## src/rtl/spi_regfile_rw_if.sv

```systemverilog
// SPI pin bundle for spi_regfile_rw: SCLK/nCS/COPI from the controller,
// CIPO/cipo_oe back from the target. master = pin driver, slave = target.
interface spi_regfile_rw_if;
  logic SCLK;
  logic nCS;
  logic COPI;
  logic CIPO;
  logic cipo_oe;

  modport master (
    output SCLK, nCS, COPI,
    input  CIPO, cipo_oe
  );

  modport slave (
    input  SCLK, nCS, COPI,
    output CIPO, cipo_oe
  );
endinterface

```

## src/rtl/spi_regfile_rw.sv

```systemverilog
// SPI mode-0 target register file, oversampled on clk, with CIPO readback.
// Ports: clk, rst (sync, active-high); spi (slave: SCLK nCS COPI CIPO
// cipo_oe); regs_flat (reg k at [k*DATA_W +: DATA_W]); wr_pulse, wr_addr,
// addr_err. Frame: rw, ADDR_W addr bits, DATA_W data bits, MSB first.
// Define SPI_BURST_EN for multi-word frames with auto address increment.
module spi_regfile_rw #(
  parameter int DATA_W      = 8,
  parameter int ADDR_W      = 7,
  parameter int NUM_REGS    = 5,
  parameter int SYNC_STAGES = 2
) (
  input  logic                       clk,
  input  logic                       rst,
  spi_regfile_rw_if.slave            spi,
  output logic [NUM_REGS*DATA_W-1:0] regs_flat,
  output logic                       wr_pulse,
  output logic [ADDR_W-1:0]          wr_addr,
  output logic                       addr_err
);

`ifdef SPI_BURST_EN
  localparam bit L_BURST = 1'b1;
`else
  localparam bit L_BURST = 1'b0;
`endif

  localparam int IDX_W = (NUM_REGS > 1) ? $clog2(NUM_REGS) : 1;
  localparam int CNT_MAX = (ADDR_W > DATA_W) ? ADDR_W : DATA_W;
  localparam int CNT_W = $clog2(CNT_MAX + 1);
  localparam logic [CNT_W-1:0] L_CMD_LAST = CNT_W'(ADDR_W);
  localparam logic [CNT_W-1:0] L_DATA_LAST = CNT_W'(DATA_W - 1);
  localparam logic [ADDR_W:0] L_NREG = (ADDR_W + 1)'(NUM_REGS);

  typedef enum logic [1:0] {
    S_IDLE, S_CMD, S_DATA, S_DONE
  } state_t;

  state_t r_state, w_state_nx;

  logic [SYNC_STAGES-1:0] r_sclk_s, r_ncs_s, r_copi_s;
  logic r_sclk_d, r_ncs_d;
  logic w_sclk, w_ncs, w_copi;
  logic w_sclk_rise, w_sclk_fall, w_ncs_rise, w_ncs_fall;

  logic [CNT_W-1:0]  r_cnt;
  logic [ADDR_W-1:0] r_cmd_sh;
  logic [DATA_W-2:0] r_wr_sh;
  logic [DATA_W-1:0] r_rd_sh;
  logic              r_rw;
  logic [ADDR_W-1:0] r_addr;
  logic              r_rd_act;
  logic              r_seen;
  logic              r_wr_pulse;
  logic [ADDR_W-1:0] r_wr_addr;
  logic              r_addr_err;
  logic [DATA_W-1:0] r_regs [NUM_REGS];

  logic              w_cmd_done, w_word_done;
  logic [ADDR_W:0]   w_cmd;
  logic [DATA_W-1:0] w_wr_word;
  logic [ADDR_W-1:0] w_ld_addr;
  logic              w_ld_ok, w_cur_ok;
  logic [DATA_W-1:0] w_ld_val;

  always_ff @(posedge clk) begin
    if (rst) begin
      r_sclk_s <= '0;
      r_ncs_s  <= '1;
      r_copi_s <= '0;
      r_sclk_d <= 1'b0;
      r_ncs_d  <= 1'b1;
    end else begin
      r_sclk_s <= {r_sclk_s[SYNC_STAGES-2:0], spi.SCLK};
      r_ncs_s  <= {r_ncs_s[SYNC_STAGES-2:0], spi.nCS};
      r_copi_s <= {r_copi_s[SYNC_STAGES-2:0], spi.COPI};
      r_sclk_d <= w_sclk;
      r_ncs_d  <= w_ncs;
    end
  end

  assign w_sclk = r_sclk_s[SYNC_STAGES-1];
  assign w_ncs  = r_ncs_s[SYNC_STAGES-1];
  assign w_copi = r_copi_s[SYNC_STAGES-1];
  assign w_sclk_rise = w_sclk & ~r_sclk_d;
  assign w_sclk_fall = ~w_sclk & r_sclk_d;
  assign w_ncs_rise  = w_ncs & ~r_ncs_d;
  assign w_ncs_fall  = ~w_ncs & r_ncs_d;

  always_ff @(posedge clk) begin
    if (rst) r_state <= S_IDLE;
    else     r_state <= w_state_nx;
  end

  // nCS edges override everything; a fresh fall wins over completion.
  always_comb begin
    w_state_nx  = r_state;
    w_cmd_done  = 1'b0;
    w_word_done = 1'b0;
    case (r_state)
      S_IDLE: ;
      S_CMD:
        if (w_sclk_rise && r_cnt == L_CMD_LAST) begin
          w_cmd_done = 1'b1;
          w_state_nx = S_DATA;
        end
      S_DATA:
        if (w_sclk_rise && r_cnt == L_DATA_LAST) begin
          w_word_done = 1'b1;
          w_state_nx  = L_BURST ? S_DATA : S_DONE;
        end
      S_DONE: ;
      default: w_state_nx = S_IDLE;
    endcase
    if (w_ncs_rise) begin
      w_state_nx  = S_IDLE;
      w_cmd_done  = 1'b0;
      w_word_done = 1'b0;
    end
    if (w_ncs_fall) begin
      w_state_nx  = S_CMD;
      w_cmd_done  = 1'b0;
      w_word_done = 1'b0;
    end
  end

  assign w_cmd     = {r_cmd_sh, w_copi};
  assign w_wr_word = {r_wr_sh, w_copi};

  // Readback source: the just-decoded address at command end, or the
  // next address when a burst rolls over to a new word.
  assign w_ld_addr = (r_state == S_CMD) ? w_cmd[ADDR_W-1:0]
                                        : r_addr + 1'b1;
  assign w_ld_ok   = {1'b0, w_ld_addr} < L_NREG;
  assign w_cur_ok  = {1'b0, r_addr} < L_NREG;
  assign w_ld_val  = w_ld_ok ? r_regs[w_ld_addr[IDX_W-1:0]] : '0;

  always_ff @(posedge clk) begin
    if (rst) begin
      r_cnt      <= '0;
      r_cmd_sh   <= '0;
      r_wr_sh    <= '0;
      r_rd_sh    <= '0;
      r_rw       <= 1'b0;
      r_addr     <= '0;
      r_rd_act   <= 1'b0;
      r_seen     <= 1'b0;
      r_wr_pulse <= 1'b0;
      r_wr_addr  <= '0;
      r_addr_err <= 1'b0;
      for (int k = 0; k < NUM_REGS; k++) r_regs[k] <= '0;
    end else begin
      r_wr_pulse <= 1'b0;
      r_addr_err <= 1'b0;
      if (w_ncs_fall || w_ncs_rise) begin
        r_cnt    <= '0;
        r_seen   <= 1'b0;
        r_rd_act <= 1'b0;
        r_rd_sh  <= '0;
      end else if (r_state == S_CMD && w_sclk_rise) begin
        r_cmd_sh <= w_cmd[ADDR_W-1:0];
        r_cnt    <= r_cnt + 1'b1;
        if (w_cmd_done) begin
          r_cnt    <= '0;
          r_rw     <= w_cmd[ADDR_W];
          r_addr   <= w_cmd[ADDR_W-1:0];
          r_seen   <= 1'b0;
          r_rd_act <= ~w_cmd[ADDR_W];
          r_rd_sh  <= w_cmd[ADDR_W] ? '0 : w_ld_val;
        end
      end else if (r_state == S_DATA && w_sclk_rise) begin
        r_wr_sh <= w_wr_word[DATA_W-2:0];
        r_seen  <= 1'b1;
        r_cnt   <= r_cnt + 1'b1;
        if (w_word_done) begin
          r_cnt <= '0;
          if (!w_cur_ok) begin
            r_addr_err <= 1'b1;
          end else if (r_rw) begin
            r_regs[r_addr[IDX_W-1:0]] <= w_wr_word;
            r_wr_pulse <= 1'b1;
            r_wr_addr  <= r_addr;
          end
          if (L_BURST) begin
            r_addr <= r_addr + 1'b1;
            r_seen <= 1'b0;
            if (!r_rw) r_rd_sh <= w_ld_val;
          end
        end
      end else if (r_state == S_DATA && w_sclk_fall &&
                   r_seen && !r_rw) begin
        r_rd_sh <= {r_rd_sh[DATA_W-2:0], 1'b0};
      end
    end
  end

  always_comb begin
    regs_flat = '0;
    for (int k = 0; k < NUM_REGS; k++)
      regs_flat[k*DATA_W +: DATA_W] = r_regs[k];
  end

  assign spi.cipo_oe = r_rd_act & ~w_ncs;
  assign spi.CIPO    = spi.cipo_oe & r_rd_sh[DATA_W-1];
  assign wr_pulse    = r_wr_pulse;
  assign wr_addr     = r_wr_addr;
  assign addr_err    = r_addr_err;

endmodule

```

## src/flat_wrapper.sv

```systemverilog
// flat-port wrapper written by rule: the top's interface ports become plain ports
module spi_regfile_rw_flat 
#(
  parameter int DATA_W      = 8,
  parameter int ADDR_W      = 7,
  parameter int NUM_REGS    = 5,
  parameter int SYNC_STAGES = 2
)
  (clk, rst, regs_flat, wr_pulse, wr_addr, addr_err, spi_SCLK, spi_nCS, spi_COPI, spi_CIPO, spi_cipo_oe);
  spi_regfile_rw_if spi_i ();
  input  logic clk;
  input  logic rst;
  output logic [NUM_REGS*DATA_W-1:0] regs_flat;
  output logic wr_pulse;
  output logic [ADDR_W-1:0] wr_addr;
  output logic addr_err;
  input wire logic [$bits(spi_i.SCLK)-1:0] spi_SCLK;
  input wire logic [$bits(spi_i.nCS)-1:0] spi_nCS;
  input wire logic [$bits(spi_i.COPI)-1:0] spi_COPI;
  output wire logic [$bits(spi_i.CIPO)-1:0] spi_CIPO;
  output wire logic [$bits(spi_i.cipo_oe)-1:0] spi_cipo_oe;
  assign spi_i.SCLK = spi_SCLK;
  assign spi_i.nCS = spi_nCS;
  assign spi_i.COPI = spi_COPI;
  assign spi_CIPO = spi_i.CIPO;
  assign spi_cipo_oe = spi_i.cipo_oe;
  spi_regfile_rw #(.DATA_W(DATA_W), .ADDR_W(ADDR_W), .NUM_REGS(NUM_REGS), .SYNC_STAGES(SYNC_STAGES)) u_core (.clk(clk), .rst(rst), .spi(spi_i), .regs_flat(regs_flat), .wr_pulse(wr_pulse), .wr_addr(wr_addr), .addr_err(addr_err));
endmodule
```

## config.mk

```make
export PLATFORM = sky130hd
export DESIGN_NAME = spi_regfile_rw_flat
export DESIGN_NICKNAME = d
export VERILOG_FILES = /design/src/rtl/spi_regfile_rw_if.sv /design/src/rtl/spi_regfile_rw.sv /design/src/flat_wrapper.sv
export SDC_FILE = /design/constraint.sdc
export NUM_CORES = 1
export LEC_CHECK = 0
export CAP_MARGIN = 25
export CORE_MARGIN = 3
export CORE_UTILIZATION = 57
export CTS_CLUSTER_SIZE = 14
export DETAILED_ROUTE_END_ITERATION = 8
export MAX_ROUTING_LAYER = met4
export PLACE_DENSITY = 0.8
export SYNTH_ARGS = -nofsm -noshare
export SYNTH_HDL_FRONTEND = slang
export SYNTH_SLANG_ARGS = --single-unit
```

## constraint.sdc

```tcl
create_clock -name clk -period 2.8 [get_ports clk]
set_input_delay 0.42 -clock clk [delete_from_list [all_inputs] [get_ports clk]]
set_output_delay 0.42 -clock clk [all_outputs]
set_load 0.02 [all_outputs]
```

# ---- Yosys cells after proc, flatten, opt, wreduce, memory -nomap -nowiden
# Memory sizes are Yosys's and may differ from the RTL's.
# Index checks and enable logic that the tools add are counted.
dict set report classes {
  bitwise 15
  reduce_logical 25
  n_lt_le_gt_ge 2
  eq_ne 9
  muxes 40
  addsub 2
}
# operator n
set ops {}
lappend ops {{8-bit 2-to-1 mux} 7}
lappend ops {{1-bit 2-to-1 mux} 24}
lappend ops {{4-bit 2-to-1 mux} 4}
lappend ops {{3-bit AND reduction} 5}
lappend ops {{7-bit by 3-bit < comparator with 1-bit output (second input constant)} 2}
lappend ops {{1-bit NOT} 9}
lappend ops {{2-bit by 1-bit inequality test with 1-bit output (second input constant)} 4}
lappend ops {{4-bit by 1-bit inequality test with 1-bit output (second input constant)} 2}
lappend ops {{8-bit OR reduction} 1}
lappend ops {{7-bit by 1-bit adder with 7-bit output (second input constant)} 1}
lappend ops {{7-bit 2-to-1 mux} 1}
lappend ops {{1-bit AND} 6}
lappend ops {{1-bit logical AND} 6}
lappend ops {{2-bit AND reduction} 3}
lappend ops {{6-bit AND reduction} 1}
lappend ops {{2-bit nonzero test} 3}
lappend ops {{5-bit OR reduction} 1}
lappend ops {{4-bit by 1-bit adder with 4-bit output (second input constant)} 1}
lappend ops {{4-bit by 3-bit equality test with 1-bit output (second input constant)} 1}
lappend ops {{2-bit 2-to-1 mux} 2}
lappend ops {{2-bit one-hot mux with 2 select lines} 1}
lappend ops {{4-bit nonzero test} 1}
lappend ops {{3-bit 2-to-1 mux} 1}
lappend ops {{3-bit OR reduction} 1}
lappend ops {{other kinds (5)} 5}
dict set report totals {
  elab_cells 112
  ramBits 40
  input_bits 5
  reg_bits 55
  out_inout_bits 51
  memories 1
}
# name depth width read_ports rd_clocked_by_memory_dff write_ports line_no
set mem_list {}
lappend mem_list {u_core.r_regs 5 8 6 0 5 spi_regfile_rw.sv:56} ;# logic [DATA_W-1:0] r_regs [NUM_REGS];

# ---- Logic depth before layout (Yosys ltp)
# Gate-level depths: netlist of run 1.
dict set report logic_depth {
  depth_word 15
  ltp_mapped 10
  ltp_nobuf 7
}

# ---- Least setup slack after synthesis of run 1
# Ideal clock, no wire load.
dict set report synth_path {
  kind {reg-to-reg}
  start {register u_core.r_ncs_d}
  end {memory u_core.r_regs[4][0] (enable)}
  path_slack_ns 0.421
  setup_time_ns 0.329
  arrival_time_ns 2.049
  period_less_slack_ns 2.379
  stages_incl_launch_ff 8
  n_path_buf 1
  path_cell_list {dfxtp_1 inv_1 ha_1 nand2b_1 clkbuf_1 or4_4 nor4b_4 or2_1}
}
# element line_no
set synth_lines {}
lappend synth_lines {{start: declaration} spi_regfile_rw.sv:41} ;# logic r_sclk_d, r_ncs_d;
lappend synth_lines {{start signal: assignment} spi_regfile_rw.sv:77} ;# r_ncs_d <= w_ncs;
lappend synth_lines {{end: declaration} spi_regfile_rw.sv:56}

==> out/results.tsv, run 1 <==
stage	metric	value	unit
run_status	status	finished clean	
placed_design	dpl ws	0.2425	ns
clocking	CTS H-tree lvls	4	
timing	fin crit share	93.38	%
hold_path	Hold Crit Start	u_core.r_ncs_s[0]	
clocking	CTS root buf	clkbuf_8	
setup_path	Crit Path Class	flip-flop to flip-flop	
yosys	mean post-synth cell area	11.11	µm²
setup_path	crit-path cells	inv_1 -> ha_1 -> nor2_1 -> nand4_1 -> or4_4 -> nor4b_4 -> or2_1	
global_routing	initial antenna violation count	0	
yosys	Synth Register Bits	119	
floorplanning	Initial Utilization	60.20	%
timing	final-report hold violation count	0	
routing	DR DRC count	0	
routing	TritonRoute pass-1 iters	5	
pwr	P_leak	2.613	nW
run	Max-Cap Viols	0	
yosys	Cell variety after synth	54	
setup_path	Crit path required time	2.99	ns
global_routing	GRT Resource Usage Total	28.89	%
timing	max-slew violation count	0	
yosys	synth cell count leaders	64 x edfxtp_1, 55 x dfxtp_1, 42 x nand2_1	
yosys	Yosys top cell by area	edfxtp_1	
clocking	Sink Count	119	
floorplanning	DIE AREA	10640	µm²
setup_path	FF-to-FF setup slack	0.19	ns
setup_path	reg2reg path depth	7	
yosys	top-count cell post-synth	edfxtp_1	
clocking	Clk pin slew, worst setup/hold paths	0.06	ns
setup_path	RR Endpoint	u_core.r_regs[2][5]	
yosys	Mapped Cells	484	
timing	setup TNS	0	ns
yosys	Yosys warning count	0	
setup_path	CP max stage cell	or4_4	
pwr	P per Cell Area	711.2	nW/µm²
timing	max frequency	382.5	MHz
routing	Vias	4202	
cells_and_area	# nets final	581	
timing	# setup viols final	0	
global_routing	GRT overflow	0	
setup_path	CP endpoint kind	flip-flop	
global_routing	largest net degree at the start of global routing	43	
global_routing	first-pass GRT wire length	21950	µm
clocking	Clock Path Buffers	2	
yosys	number of synthesized flops with an enable pin	64	
yosys	post-synthesis cell area	5378	µm²
clocking	TritonCTS clock tree	done	
routing	Via density	6.081	
yosys	sequential cell area fraction in the yosys report	56.21	%
setup_path	worst reg2reg startpoint	u_core.r_ncs_s[1]	
yosys	top cell type's share of synthesized area	35.74	%
routing	DR iter-0 viols	493	
floorplanning	boundary pin count	56	
clocking	Clock Latency Late Sink	0.52	ns
cells_and_area	share of cells above drive strength 1	13.21	%
routing	drt total wl	13940	µm
routing	drt wl/cell	20.18	µm
placed_design	half-perimeter wire length after placement	9357	µm
setup_path	Max stage delay on crit path	0.56	ns
timing	unrepaired setup endpoints after global routing	false	
floorplanning	Die Height	103.1	µm
yosys	Async S/R FF share, synth	0	%
cells_and_area	diode count	0	
yosys	predominant post-synthesis flop cell	edfxtp_1	
setup_path	CP max FO	8	
timing	Final min period	2.615	ns
setup_path	Worst EP arrival	2.80	ns
hold_path	Worst Hold Depth	1	
clocking	CTS buffer count	17	
floorplanning	DIE WIDTH	103.1	µm
timing	setup slack after layout	0.1854	ns
global_routing	number of global-route vias before repair	4084	
cells_and_area	# fillers	575	
placed_design	Placer Congestion	0.9163	
clocking	Setup Buffers After CTS	0	
floorplanning	Rows	34	
timing	slew margin rel.	39.14	%
placed_design	count of input and output buffers	55	
pwr	Peak supply drop	364.2	µV
timing	transition time at the pin with the least slew margin	0.9069	ns
floorplanning	Core ar.	8934	µm²
hold_path	hold worst-path end	u_core.r_ncs_s[1]	
timing	Setup Skew	0.008968	ns
cells_and_area	P&R area growth vs syn	25.03	%
setup_path	crit start category	flip-flop	
routing	antenna-violating nets left	0	
hold_path	worst min-delay path category	flip-flop to flip-flop	
yosys	synth top area cells	edfxtp_1 36%, dfxtp_1 20%, and2_1 4.5%	
## placed cells by master, fill, tap and decap left out, types with 9 or more instances in the layout
cell type	n
clkdlybuf4s50_1	55
a21oi_1	38
or3_1	9
nor2_1	29
buf_4	19
inv_6	9
edfxtp_1	64
inv_1	14
conb_1	24
o21ai_0	18
and3_1	9
dfxtp_1	55
mux2i_1	10
clkbuf_16	16
nand2b_1	10
and2_1	39
nand2_1	42
mux4_2	9
nor2b_1	10
## area by class of cell
type / count / area, µm² / area share, %
Clock inverter: 15 / 151.4 / 2.252
Sequential cell: 119 / 3023 / 44.96
Timing Repair Buffer: 74 / 693.2 / 10.31
Tap cell: 108 / 135.1 / 2.010
Inverter: 14 / 52.55 / 0.7815
Clock buffer: 17 / 414.1 / 6.159
Multi-Input combinational cell: 344 / 2255 / 33.53
## repair_timing
action	in CTS	in global routing
gates resized for setup	0	1
hold buffers	0	0
setup endpoints to repair	0	8
## per-layer routing
metal | GRT usage (%) | vias up | wire length (µm)
met4 | 9.363 | 0 | 340
met2 | 43.91 | 220 | 6676
met3 | 7.984 | 35 | 1194
met5 | - | - | 0
li1 | - | 1906 | -
met1 | 37.81 | 2041 | 5731
## state kept, by name (all words and copies together), names as in the netlist
| name | flops |
|---|---|
| u_core.addr_err | 1 |
| u_core.r_addr | 7 |
| u_core.r_cmd_sh | 7 |
| u_core.r_cnt | 4 |
| u_core.r_copi_s | 2 |
| u_core.r_ncs_d | 1 |
| u_core.r_ncs_s | 2 |
| u_core.r_rd_act | 1 |
| u_core.r_rd_sh | 8 |
| u_core.r_regs | 64 |
| u_core.r_rw | 1 |
| u_core.r_sclk_d | 1 |
| u_core.r_sclk_s | 2 |
| u_core.r_seen | 1 |
| u_core.r_state | 2 |
| u_core.r_wr_sh | 7 |
| u_core.wr_addr | 7 |
| u_core.wr_pulse | 1 |
## worst max path at each step
stage	start	end	slack, ns	cells past startpoint
final	u_core.r_ncs_s[1]	u_core.r_regs[2][5]	0.19	7
after global routing	u_core.r_ncs_s[1]	u_core.r_regs[2][7]	0.009	7
after CTS	u_core.r_ncs_s[1]	u_core.r_regs[4][2]	0.18	7
after global placement	rst	u_core.r_regs[4][4]	0.30	5
after floorplan	u_core.r_ncs_d	u_core.r_regs[4][0]	0.42	7
after detailed placement	u_core.r_ncs_s[1]	u_core.r_regs[4][3]	0.24	7
## cells by family (layout without fill, tap and decap cells)
| kind of cell | count (synthesis) | in the layout | synth area share [%] |
|---|---|---|---|
| adders and majority gates | 6 | 6 | 1.396 |
| other | 1 | 24 | 0.06973 |
| DFF | 119 | 119 | 56.21 |
| and+or+nand+nor | 182 | 182 | 19.36 |
| AOI/OAI and AO/OA | 109 | 109 | 12.89 |
| buffers and inverters | 44 | 120 | 3.513 |
| xor gates and xnor gates | 2 | 2 | 0.4654 |
| muxes | 21 | 21 | 6.096 |
## where the power goes
group / total [mW] / switching (mW) / internal (mW) / leakage [nW]
combinational: 0.765 / 0.447 / 0.318 / 1.25
clock: 2.08 / 0.866 / 1.21 / 0.277
sequential: 1.94 / 0.0445 / 1.90 / 1.08
total: 4.78 / 1.36 / 3.42 / 2.61
## worst max-delay path, delay by kind of cell, from the launching register on
kind / cells / cell delay (ns)
AND/OR/NAND/NOR: 5 / 1.66
buffers and inverters: 1 / 0.06
flip-flops: 1 / 0.37
adder cells (fa/ha/maj): 1 / 0.19
## stage by stage
step | cells | utilization, % | total power [mW] | cell area [µm²] | hold WS (ns)
CTS | 691 | 75.24 | 4.782 | 6721 | 0.4241
global placement | 659 | 68.91 | 2.689 | 6156 | 0.4072
finish | 691 | 75.27 | 4.782 | 6724 | 0.4238
floorplan | 507 | - | 2.499 | 5464 | 0.3895
detailed placement | 659 | 68.91 | 2.712 | 6156 | 0.4039
global route | 691 | 75.27 | 4.940 | 6724 | 0.4466
(Power assumes the default switching activity.)
==> inputs of run 2 (changes only) <==
--- a/config.mk
+++ b/config.mk
@@ -8,7 +8,7 @@
 export CAP_MARGIN = 25
 export CORE_MARGIN = 3
 export CORE_UTILIZATION = 57
-export CTS_CLUSTER_SIZE = 14
+export CTS_CLUSTER_SIZE = 20
 export DETAILED_ROUTE_END_ITERATION = 8
 export MAX_ROUTING_LAYER = met4
 export PLACE_DENSITY = 0.8
==> results of run 2 <==
No change in the layout: final DEF, timing and power equal those of run 1.
